File: config.mk
export PLATFORM = sky130hd
export DESIGN_NAME = cic_comb_variable
export DESIGN_NICKNAME = d
export VERILOG_FILES = /design/src/rtl/cic_comb_variable.sv
export SDC_FILE = /design/constraint.sdc
export NUM_CORES = 1
export LEC_CHECK = 0
export CAP_MARGIN = 20
export CORE_MARGIN = 2
export CORE_UTILIZATION = 51
export DETAILED_ROUTE_END_ITERATION = 8
export PLACE_DENSITY = 0.69
export SYNTH_ARGS = -nofsm -noshare
export SYNTH_HDL_FRONTEND = slang
export SYNTH_SLANG_ARGS = --single-unit
File: constraint.sdc
create_clock -name clk -period 6 [get_ports clk]
set_clock_uncertainty 0.2 [all_clocks]
set_input_delay 1.2 -clock clk [delete_from_list [all_inputs] [get_ports clk]]
set_output_delay 1.2 -clock clk [all_outputs]
set_load 0.02 [all_outputs]
File: src/rtl/cic_comb_variable.sv
// Decimating CIC comb chain that runs at the decimated rate, with a runtime output scaling shift.
// A shift load also flushes the pipeline, so every rate change starts from zeroed comb history.
module cic_comb_variable #(
  parameter int DATA_WIDTH_INP   = 32,
  parameter int DATA_WIDTH_OUT   = 16,
  parameter int STAGES           = 3,
  parameter int DIFF_DELAY       = 1,
  parameter int DATA_WIDTH_SHIFT = 6
) (
  input  logic                        clk,
  input  logic                        reset,
  input  logic [DATA_WIDTH_INP-1:0]   s_axis_in_tdata,
  input  logic                        s_axis_in_tvalid,
  input  logic [DATA_WIDTH_SHIFT-1:0] s_axis_shift_tdata,
  input  logic                        s_axis_shift_tvalid,
  output logic [DATA_WIDTH_OUT-1:0]   m_axis_out_tdata,
  output logic                        m_axis_out_tvalid
);

  localparam int                          SHIFT_MAX   = DATA_WIDTH_INP - DATA_WIDTH_OUT;
  localparam logic [31:0]                 SHIFT_MAX_U = 32'(SHIFT_MAX);
  localparam logic [DATA_WIDTH_SHIFT-1:0] SHIFT_MAX_W = DATA_WIDTH_SHIFT'(SHIFT_MAX);

  logic signed [DATA_WIDTH_INP-1:0] stage_r [STAGES];
  logic signed [DATA_WIDTH_INP-1:0] dly_r   [STAGES][DIFF_DELAY];
  logic        [STAGES-1:0]         valid_r;
  logic signed [DATA_WIDTH_INP-1:0] sec_in_s  [STAGES];
  logic                             sec_vld_s [STAGES];
  logic signed [DATA_WIDTH_INP-1:0] shifted_s;
  logic        [DATA_WIDTH_SHIFT-1:0] shift_r;
  logic        [DATA_WIDTH_SHIFT-1:0] shift_clamp_s;
  logic        [DATA_WIDTH_OUT-1:0]   out_data_r;
  logic                               out_valid_r;

  // Section inputs: section 0 takes the stream, later sections take the previous stage.
  always_comb begin
    sec_in_s[0]  = s_axis_in_tdata;
    sec_vld_s[0] = s_axis_in_tvalid;
    for (int k = 1; k < STAGES; k++) begin
      sec_in_s[k]  = stage_r[k-1];
      sec_vld_s[k] = valid_r[k-1];
    end
  end

  // Comb sections: each subtracts the sample DIFF_DELAY accepted inputs back, only on valid.
  always_ff @(posedge clk) begin
    if (reset || s_axis_shift_tvalid) begin
      valid_r <= '0;
      for (int k = 0; k < STAGES; k++) begin
        stage_r[k] <= '0;
        for (int j = 0; j < DIFF_DELAY; j++) begin
          dly_r[k][j] <= '0;
        end
      end
    end else begin
      for (int k = 0; k < STAGES; k++) begin
        valid_r[k] <= sec_vld_s[k];
        if (sec_vld_s[k]) begin
          stage_r[k]  <= sec_in_s[k] - dly_r[k][DIFF_DELAY-1];
          dly_r[k][0] <= sec_in_s[k];
          for (int j = 1; j < DIFF_DELAY; j++) begin
            dly_r[k][j] <= dly_r[k][j-1];
          end
        end
      end
    end
  end

  // Clamp the requested shift so the kept window never runs past the MSB.
  always_comb begin
    shift_clamp_s = s_axis_shift_tdata;
    if (32'(s_axis_shift_tdata) > SHIFT_MAX_U) begin
      shift_clamp_s = SHIFT_MAX_W;
    end else begin
      shift_clamp_s = s_axis_shift_tdata;
    end
  end

  // Arithmetic shift keeps the sign of the comb result before truncation.
  always_comb begin
    shifted_s = stage_r[STAGES-1] >>> shift_r;
  end

  // Output scaling register and shift control; data holds between valid pulses.
  always_ff @(posedge clk) begin
    if (reset) begin
      shift_r     <= SHIFT_MAX_W;
      out_data_r  <= '0;
      out_valid_r <= 1'b0;
    end else if (s_axis_shift_tvalid) begin
      shift_r     <= shift_clamp_s;
      out_data_r  <= '0;
      out_valid_r <= 1'b0;
    end else begin
      out_valid_r <= valid_r[STAGES-1];
      if (valid_r[STAGES-1]) begin
        out_data_r <= shifted_s[DATA_WIDTH_OUT-1:0];
      end
    end
  end

  assign m_axis_out_tdata  = out_data_r;
  assign m_axis_out_tvalid = out_valid_r;

endmodule

# Word level (Yosys, flattened, before mapping)

Memories as Yosys holds them, arrays and structs flattened.
Index checks and enable logic that the tools add are counted.

Shifts and indexed selects: 1
$add $sub $neg: 3
Bitwise gates (word level): 6
Mux-type cells: 18
Order comparisons: 1
Reduce and logical (&&, ||, !) cells: 2

Operators with widths:

| kind                                                           | count |
|---|---|
| two-way mux 32 bit                                             | 6 |
| subtractor 32 bit                                              | 3 |
| >>> shifter 32 x 6 -> 16 bit                                   | 1 |
| two-way mux 1 bit                                              | 11 |
| greater-than comparator 6 x 5 -> 1 bit (second input constant) | 1 |
| two-way mux 6 bit                                              | 1 |
| OR 1 bit                                                       | 6 |
| OR reduction 2 bit                                             | 1 |
| logical OR 1 bit                                               | 1 |

Memories kept: 2
Input port bits: 42
Word-level logic and storage cells: 37
Output and inout bits: 17
Register bits after elaboration: 26
Memory bits (writable): 192

Memories:

| name    | words | bits a word | rd ports | clocked after Yosys merged registers in | wr ports | RTL line | source |
|---|---|---|---|---|---|---|---|
| dly_r   | 3     | 32          | 3        | 0                                       | 3        | 25       | `logic signed [DATA_WIDTH_INP-1:0] dly_r [STAGES][DIFF_DELAY];` |
| stage_r | 3     | 32          | 3        | 0                                       | 3        | 24       | `logic signed [DATA_WIDTH_INP-1:0] stage_r [STAGES];` |

# Logic depth before layout (Yosys ltp)

Word-level depth: 4
Mapped depth: 10
Gate-level depth less buffers: 10

# Worst setup path before layout

Ideal clock, no wire load.

Kind: input to register
Start point: in s_axis_in_tdata[0]
End point: mem stage_r[0][30] (data pin)
Cell stages on the path: 10
Library setup time: 135 ps
Arrival: 3323 ps
Slack: 2342 ps
Path buffers: 0
Data required time: 5665 ps
Path through: inv_1 -> ha_1 -> fa_1 -> and2b_1 -> o2111ai_1 -> a31o_2 -> a211oi_2 -> a211oi_1 -> or3_1 -> nand3_1

RTL lines:

| element            | RTL line | source |
|---|---|---|
| start: declaration | 12       | `input logic [DATA_WIDTH_INP-1:0] s_axis_in_tdata,` |
| end: declaration   | 24       |  |

==> summary.md <==
| Metric | Value |
|---|---|
| Syn nets | 1749 |
| TritonRoute pass-1 iters | 5 |
| Worst setup EP type | flip-flop |
| Slew @ Worst Pin | between 0.8 and 0.9 ns |
| Ant. Diodes | 0 |
| Unrepaired setup endpoints after global routing | false |
| Pwr dens | 274 nW/um^2 |
| Clk slew on worst S/H paths | around 0.060 ns |
| FILL cells | roughly 2600 |
| Synth Flop Type | edfxtp_1 |
| Clock Tree Buf Depth | 3 |
| Yosys reg bits | between 200 and 250 |
| EDFF count, synth | roughly 190 |
| Startpoint types | primary input |
| Syn Area/Cell | 9.46 sq um |
| Asr flop ratio synth | 0% |
| Via density | approximately 5.7 |
| GRT Util Overall | between 20% and 30% |
| Port bufs | between 50 and 60 |
| Synth Area in XOR/XNOR | 2.76% |
| Routed Antenna Nets | 0 |
| Pin count of the biggest net entering global routing | 57 |
| Mapped Cells | 1611 |
| Initial Util | 51.6% |
| Via count | ~12000 |
| Max IR drop VDD | between 200 and 250 uV |
| Initial antenna violation count | 0 |
| Netlist Area Pre-Place | about 15000 sq um |
| Cell Rows | 63 |
| First-pass GRT wire length | 56.0 mm |
| Slew headroom | between 40 and 50% |
| Final Critical Period | roughly 4.0 ns |
| Period Utilization, post-route | 66.4% |
| CTS tree | done |
| Gpl congestion | about 0.91 |
| Core ar. | 29600 sq um |
| Routed WL per cell | about 16 um |
| Outcome | finished, final reports clean |
| Combinational family with the most area after synthesis | simple AND/OR/NAND/NOR gates |
| Post-Synth Adder-Cell Area | between 8 and 9% |
| Global route overflow | 0 |
| CTS Sinks | 218 |
| Syn-to-layout area delta | 11.2% |
| Vias in the first global route | 11500 |
| WS Path Type | primary input to flip-flop |
| Sequential cell area fraction in the yosys report | between 40 and 50% |
| Hpwl dp | roughly 25 mm |
| Post-synthesis compound-gate area fraction | 18.3% |
| Final WS setup | 2.02 ns |
| # hold bufs at CTS | 0 |
| Fin. max-slew vios | 0 |
| Place WS | between 1 and 1.5 ns |
| CP Data Required Time | between 6 and 7 ns |
| WP data arrival | 4.17 ns |
| Io pins | 59 |
| Commonest non-fill, non-tap cell in the layout | edfxtp_1 |
| Wirelength, routed | roughly 33 mm |
| Clock latency on the worst-skew pair | 0.53 ns |
| Hold Violations, Final | 0 |
| Post-CTS Setup Inserts | 0 |
| Post-CTS Resized | 0 |
| Worst Hold Class | flip-flop to flip-flop |
| Nets | between 1500 and 2000 |
| Simple-Gate Fraction of Synth Area | 18.3% |
| Fin Setup TNS | 0 ns |
| Synth warn | 0 |
| WHS | 0.278 ns |
| P_leak | ~6.8 nW |
| Htree depth | 1 |
| Final Setup Violations | 0 |
| Number of CTS-inserted buffers | 25 |
| Die width | about 180 um |
| Commonest cells after routing, fill and taps aside | 192 x edfxtp_1, 129 x inv_1, 126 x nand2_1 |
| Area of the die | around 31000 sq um |
| Synth cell types | 86 |
| Post-layout util | a little under three fifths |
| Root buffer cell | clkbuf_16 |
| Fraction of layout instances using a drive strength above 1 | 7.13% |
| Post-synthesis mux area share | 6.15% |
| CP max FO | 4 |
| Max Clk Rate | between 0.2 and 0.3 GHz |
| Die H | 177 um |
| DRT iter0 DRCs | roughly 560 |
| DRC | 0 |
| Max cap viols | 0 |
## critical path, stage by stage
cell	delay (ns)
clkdlybuf4s50_1	0.46
inv_1	0.05
ha_1	0.23
fa_1	0.40
and2b_1	0.26
o2111ai_1	0.17
a31o_2	0.33
a211oi_2	0.38
a211oi_1	0.23
or3_1	0.38
nand3_1	0.08
## flip-flops by register name, summed over array words and instances, names as in the netlist
signal / flops
dly_r: 96
m_axis_out_tdata: 16
m_axis_out_tvalid: 1
shift_r: 6
stage_r: 96
valid_r: 3
## stage by stage
stage	instances	power [mW]	cell area (sq um)
after CTS	2044	4.68	16900
after global routing	2045	4.90	17000
after detailed placement	2000	3.12	16100
after global placement	2000	3.10	16100
after floorplan	1611	2.83	15200
final	2045	4.65	17000
## cell usage after synthesis, types with 5 or more instances
| master | n | area [sq um] |
|---|---|---|
| mux2_2 | 11 | 124 |
| buf_2 | 5 | 25.0 |
| a21boi_0 | 5 | 37.5 |
| nor3b_1 | 8 | 60.1 |
| xor2_1 | 26 | 228 |
| xnor2_1 | 22 | 193 |
| o211ai_1 | 27 | 203 |
| nor2_1 | 124 | 465 |
| inv_1 | 129 | 484 |
| edfxtp_1 | 192 | 5770 |
| nand3_1 | 41 | 205 |
| mux2i_1 | 43 | 430 |
| or2_2 | 8 | 50.1 |
| nand2_1 | 126 | 473 |
| o21bai_1 | 11 | 82.6 |
| o2111ai_1 | 7 | 61.3 |
| a211oi_1 | 18 | 135 |
| a41oi_1 | 5 | 43.8 |
| ha_1 | 93 | 1160 |
| a21o_1 | 30 | 225 |
| or3_1 | 8 | 50.1 |
| nand2b_1 | 20 | 125 |
| dfxtp_1 | 26 | 521 |
| o21a_1 | 26 | 195 |
| a31oi_1 | 21 | 131 |
| and3_1 | 18 | 113 |
| clkbuf_1 | 57 | 214 |
| a21oi_1 | 114 | 571 |
| o21ai_0 | 89 | 445 |
| nand4_1 | 14 | 87.6 |
| o31a_1 | 5 | 43.8 |
| nor4_1 | 6 | 37.5 |
| and2_1 | 105 | 657 |
| nor2b_1 | 13 | 81.3 |
| mux4_2 | 17 | 383 |
| nor3_1 | 43 | 215 |
## layout make-up
cell class,count,area (sq um),share of cell area (%)
timing repair buffer,72,686,4.04
sequential,218,6290,37.1
tap,390,488,2.88
clock buffer,27,633,3.73
multi-input combinational,1190,8180,48.2
inverter,131,492,2.90
clock inverter,17,191,1.13
## report_power, final
group / internal (mW) / total (mW) / switching (mW)
sequential: 1.77 / 1.83 / 0.0595
clock: 0.930 / 1.54 / 0.612
combinational: 0.521 / 1.27 / 0.750
## path summary, 6_finish.rpt
kind | slack (ns) | startpoint | to | cells after the start
max | 2.02 | s_axis_in_tdata[0] | stage_r[0][30] | 11
min | 0.28 | shift_r[1] | shift_r[1] | 2
max reg2reg | 2.70 | stage_r[0][32] | stage_r[0][92] | 10
min reg2reg | 0.28 | shift_r[1] | shift_r[1] | 2
## metal layers
| layer | global-route usage (%) | vias to the layer above | part of all wire [%] |
|---|---|---|---|
| li1 | - | 5931 | - |
| met1 | 25.4 | 5474 | 42 |
| met2 | 40.4 | 214 | 51 |
| met3 | 2.51 | 91 | 2.7 |
| met4 | 8.99 | 0 | 4.3 |
| met5 | 0 | - | 0 |
## cell families (layout without fill, tap and decap cells)
kind of cell / count (synthesis) / count (layout)
DFF: 218 / 218
buffers and inverters: 203 / 247
muxes: 71 / 71
adders and majority gates: 96 / 96
and+or+nand+nor: 554 / 554
AOI/OAI and AO/OA: 421 / 421
xor gates and xnor gates: 48 / 48
Note: power is estimated with default switching activity, not from simulation.
==> RTL change 1, RTL diff (config.mk and constraints unchanged) <==
Put one more register stage on the output `m_axis_out_tdata`. The value now appears one clock later. The other outputs are not delayed to match.
--- a/src/rtl/cic_comb_variable.sv
+++ b/src/rtl/cic_comb_variable.sv
@@ -100,5 +100,7 @@
   end
 
-  assign m_axis_out_tdata  = out_data_r;
+  always_ff @(posedge clk) begin
+    m_axis_out_tdata <= out_data_r;
+  end
   assign m_axis_out_tvalid = out_valid_r;
 
Behaviour: not the same (Yosys sat finds a counterexample within 10 cycles, from zero or initial values and one cycle with reset high).
==> RTL change 1 against the unedited design <==
Setup slack better by 0.014 ns. Design area decreased by 1.4%. Routed wire length shrank 10%. Total power increased by 2.5%. Clock power grew 3%. Area after synthesis fell by 1.3%. Sequential cell count up 16. Global-route usage decreased by 2.1 points.
==> RTL change 1: results (changes against the unedited design) <==
Area after DPL: 15900 sq um (-1.7%)
Peak fanout along the critical path: 4 (unchanged)
WP data arrival: 4.03 ns (-0.14 ns)
DP HPWL: 22.0 mm (-12%)
Yosys warns: 0 (unchanged)
Nets@finish: 1721 (-3.1%)
Worst r2r src: dly_r[0][33]
R2R Setup Slk: 2.78 ns (+0.08 ns)
Mux contribution to synthesized area: 3.96% (-2.2 points)
Slowest stage delay, CP: 0.46 ns (about the same)
Hold crit path type: reg -> reg
Worst Max-Slew Pin Slew: 1.04 ns (+0.183 ns)
Post-Place Cells: 1938 (-3.1%)
# DRC: 0 (unchanged)
Unique masters post-synth: 91 (+5.8%)
Initial antenna violation count: 0 (unchanged)
Leakage power: 6.65 nW (-1.7%)
DR iter-0 viols: 572 (+1.4%)
Layout cells sized above 1: 7.30% (+0.17 points)
Total GRT Usage: 19.7% (-2.1 points)
Run status: finished, final reports clean
DR pass1 iterations: 5 (unchanged)
Drt wl/cell: 15.1 um (-7.5%)
Area contributors post-synth: edfxtp_1 38%, ha_1 7.7%, dfxtp_1 5.6%
Most frequent cells after synthesis: 192 x edfxtp_1, 169 x nor2_1, 129 x a21oi_1, 115 x inv_1, 103 x and2_1
# diodes: 0 (unchanged)
Max IR drop VDD: 0.000261 V (+14%)
Maximum root-to-sink buffer count: 3 (unchanged)
Post-synth EDFFs: 192 (unchanged)
# port buffers: 58 (unchanged)
Hold Slack: 0.147 ns (-0.131 ns)
Clock-pin transition on the worst setup and hold timing paths: 0.06 ns (about the same)
XOR/XNOR share of the synthesized area: 4.07% (+1.3 points)
Num CTS Buffers: 27 (+8.0%)
Postcts setup bufs: 0 (unchanged)
Crit path launch: s_axis_in_tdata[0]
Post-synthesis sequential area ratio: 43.9% (+2.7 points)
Clk_lat worst skew: 0.55 ns (+0.02 ns)
Async SR Flop Fraction: 0% (unchanged)
Largest net degree at the start of global routing: 98 (+72%)
CP max-delay cell: clkdlybuf4s50_1
Hold path start: out_data_r[3]
Adder-cell share of the synthesized area: 8.13% (+0.10 points)
Final GP Congestion: 0.874 (-3.8%)
Vias in the first global route: 10927 (-5.2%)
Vias/cell: 5.59 (-2.4%)
Top flop regs: dly_r (96), stage_r (96)
Post-synthesis compound-gate area fraction: 18.3% (+0.025 points)
Final Non-Filler Cells: 1986 (-2.9%)
PostCTS Resize Cnt: 0 (unchanged)
First-pass GRT wire length: 50.8 mm (-9.4%)
Root buf cell: clkbuf_16
Mean post-synth cell area: 9.64 sq um (+1.8%)
H-tree levels: 1 (unchanged)
Cell internal pwr: 0.00333 W (+3.2%)
RTL change 1: cell count changes after synthesis, sizes merged, moves of 12 or more:
cell / unedited run / this run
a21o: 33 / 21
inv: 130 / 116
mux2i: 43 / 28
a21oi: 118 / 130
nor2: 124 / 169
xnor2: 22 / 43
dfxtp: 26 / 42
nor3: 44 / 18
nand2: 126 / 96
RTL change 1: worst paths after layout:
kind / endpoint / cells past startpoint
max: stage_r[0][24] / 12
min: m_axis_out_tdata[3] / 0
max reg2reg: stage_r[0][61] / 10
min reg2reg: m_axis_out_tdata[3] / 0
RTL change 1: layout make-up:
| type | instances | area, sq um |
|---|---|---|
| tap | 384 | 480 |
| multi-input combinational | 1135 | 7670 |
| timing repair buffer | 69 | 663 |
| fill | 2573 | 12100 |
| sequential | 234 | 6610 |
| clock buffer | 33 | 739 |
| inverter | 116 | 435 |
| clock inverter | 15 | 121 |
RTL change 1: critical path, delay by kind of cell:
family                     cells  cell delay, ns
buffers and inverters          2            0.52
xor gates and xnor gates       1            0.16
and+or+nand+nor                2            0.28
adders and majority gates      2            0.62
AOI/OAI and AO/OA              5            1.27
RTL change 1: power groups by stage:
stage	clock (W)	sequential [W]	combinational [W]
after floorplan	0	0.00195	0.00100
after global placement	0	0.00197	0.00123
after detailed placement	0	0.00197	0.00124
after CTS	0.00162	0.00194	0.00125
after global routing	0.00168	0.00195	0.00140
final	0.00158	0.00193	0.00125
RTL change 1: per-stage QoR:
stage          worst slack [ns]  util [%]
6_report                   2.03      57.9
5_1_grt                    1.86      57.9
4_1_cts                    2.07      57.9
3_5_place_dp               1.49      54.9
3_3_place_gp               1.54      54.9
2_1_floorplan              2.47         -
RTL change 1: cells by family after synthesis:
kind of cell | Yosys count
buffers and inverters | 193
AND/OR/NAND/NOR | 503
AO/OA/AOI/OAI | 416
flip-flops | 234
adder cells (fa/ha/maj) | 96
multiplexers | 50
XOR/XNOR | 70
RTL change 1: metal layers:
metal,global-route usage (%),routed length (um)
met5,0,0
met4,8.23,1170
met1,23.0,12800
met3,2.42,885
met2,36.4,15100
==> RTL change 2, RTL diff (same settings) <==
Without the edit above. The parameter `DATA_WIDTH_INP` goes from 32 to 16.
--- a/src/rtl/cic_comb_variable.sv
+++ b/src/rtl/cic_comb_variable.sv
@@ -2,5 +2,5 @@
 // A shift load also flushes the pipeline, so every rate change starts from zeroed comb history.
 module cic_comb_variable #(
-  parameter int DATA_WIDTH_INP   = 32,
+  parameter int DATA_WIDTH_INP   = 16,
   parameter int DATA_WIDTH_OUT   = 16,
   parameter int STAGES           = 3,
Interface: changed (resized s_axis_in_tdata); port bits go from 59 to 43. No check against the original RTL was run, so the function may have changed too.
==> RTL change 2 against the unedited design <==
Design area is 50% lower. Setup slack better by 0.37 ns. Critical path depth is 1 lower. Total power is 48% lower. Clock power is 39% lower. First-iteration DRC count is 21% lower. Final cell count is 53% lower. Sequential cell count is 96 lower. Area after synthesis is 52% lower. Largest cell class unchanged. Routed wire length is 56% lower.
==> RTL change 2: results (changes against the unedited design) <==
Run status: finished, final reports clean
Post-Place Cells: 929 (-54%)
Worst r2r src: dly_r[0][17]
Nets@finish: 842 (-53%)
Max IR drop VDD: 0.000210 V (-7.9%)
CP Capture Point: stage_r[0][14]
Comb. pwr: 0.000489 W (-61%)
Num CTS Buffers: 17 (-32%)
Min-Delay Endpoint: m_axis_out_tdata[9]
Final GP Congestion: 0.943 (+3.8%)
Hold Slack: 0.273 ns (-0.00453 ns)
H-tree levels: 4 (+3)
Leakage power: 3.33 nW (-51%)
Syn nets: 809 (-54%)
GR met2 Demand/Resource: 34.8% (-5.6 points)
DR iter-0 viols: 447 (-21%)
Hold path start: m_axis_out_tdata[9]
Met3 usage: 4.22% (+1.7 points)
WP data arrival: 3.58 ns (-0.59 ns)
Maximum root-to-sink buffer count: 2 (-1)
# port buffers: 36 (-38%)
Wirelength, routed: 14.6 mm (-56%)
Multi-input logic area: 3610 sq um (-56%)
GR Layer Usage met1: 20.7% (-4.7 points)
Largest net degree at the start of global routing: 46 (-19%)
Switching share of power: 26.9% (-3.6 points)
Clock share of power: 38.6% (+5.4 points)
Mean post-synth cell area: 10.0 sq um (+6.0%)
Setup WS pre-CTS: 2.01 ns (+0.523 ns)
Total GRT Usage: 19.2% (-2.6 points)
R2R Setup Slk: 3.18 ns (+0.48 ns)
Final Core Density: 60.2% (+2.9 points)
Vias: 5536 (-53%)
Final min period: 3.61 ns (-0.367 ns)
Post-synthesis sequential area ratio: 46.2% (+4.9 points)
Most frequent cells after synthesis: 96 x edfxtp_1, 76 x nor2_1, 60 x and2_1, 60 x inv_1, 45 x ha_1
Peak fanout along the critical path: 3 (-1)
R2R cell count: 8 (-2)
Fillers: 1154 (-55%)
Area contributors post-synth: edfxtp_1 39%, ha_1 7.6%, dfxtp_1 7.1%
-- RTL change 2: cell types whose count changed in the layout (fill, tap and decap cells not counted), moves of 48 or more --
cell      before  now
nor2_1       124   75
edfxtp_1     192   96
nand2_1      126   29
ha_1          93   45
inv_1        129   60
a21oi_1      114   37
o21ai_0       89   32
-- RTL change 2: cells by family (layout without fill, tap and decap cells) --
kind of cell               Yosys count  count (layout)  share of synthesized area, %
muxes                               21              21                          3.38
buffers and inverters               89             135                          4.82
AOI/OAI and AO/OA                  174             174                          16.2
and+or+nand+nor                    251             251                          17.4
xor gates and xnor gates            30              30                          3.57
DFF                                122             122                          46.2
adders and majority gates           48              48                          8.46
-- RTL change 2: final cells by class --
type	instances	share of cell area, %
clock buffer	25	6.02
sequential	122	40.4
multi-input combinational	524	42.9
clock inverter	7	0.461
tap	180	2.67
timing repair buffer	42	4.81
inverter	61	2.72
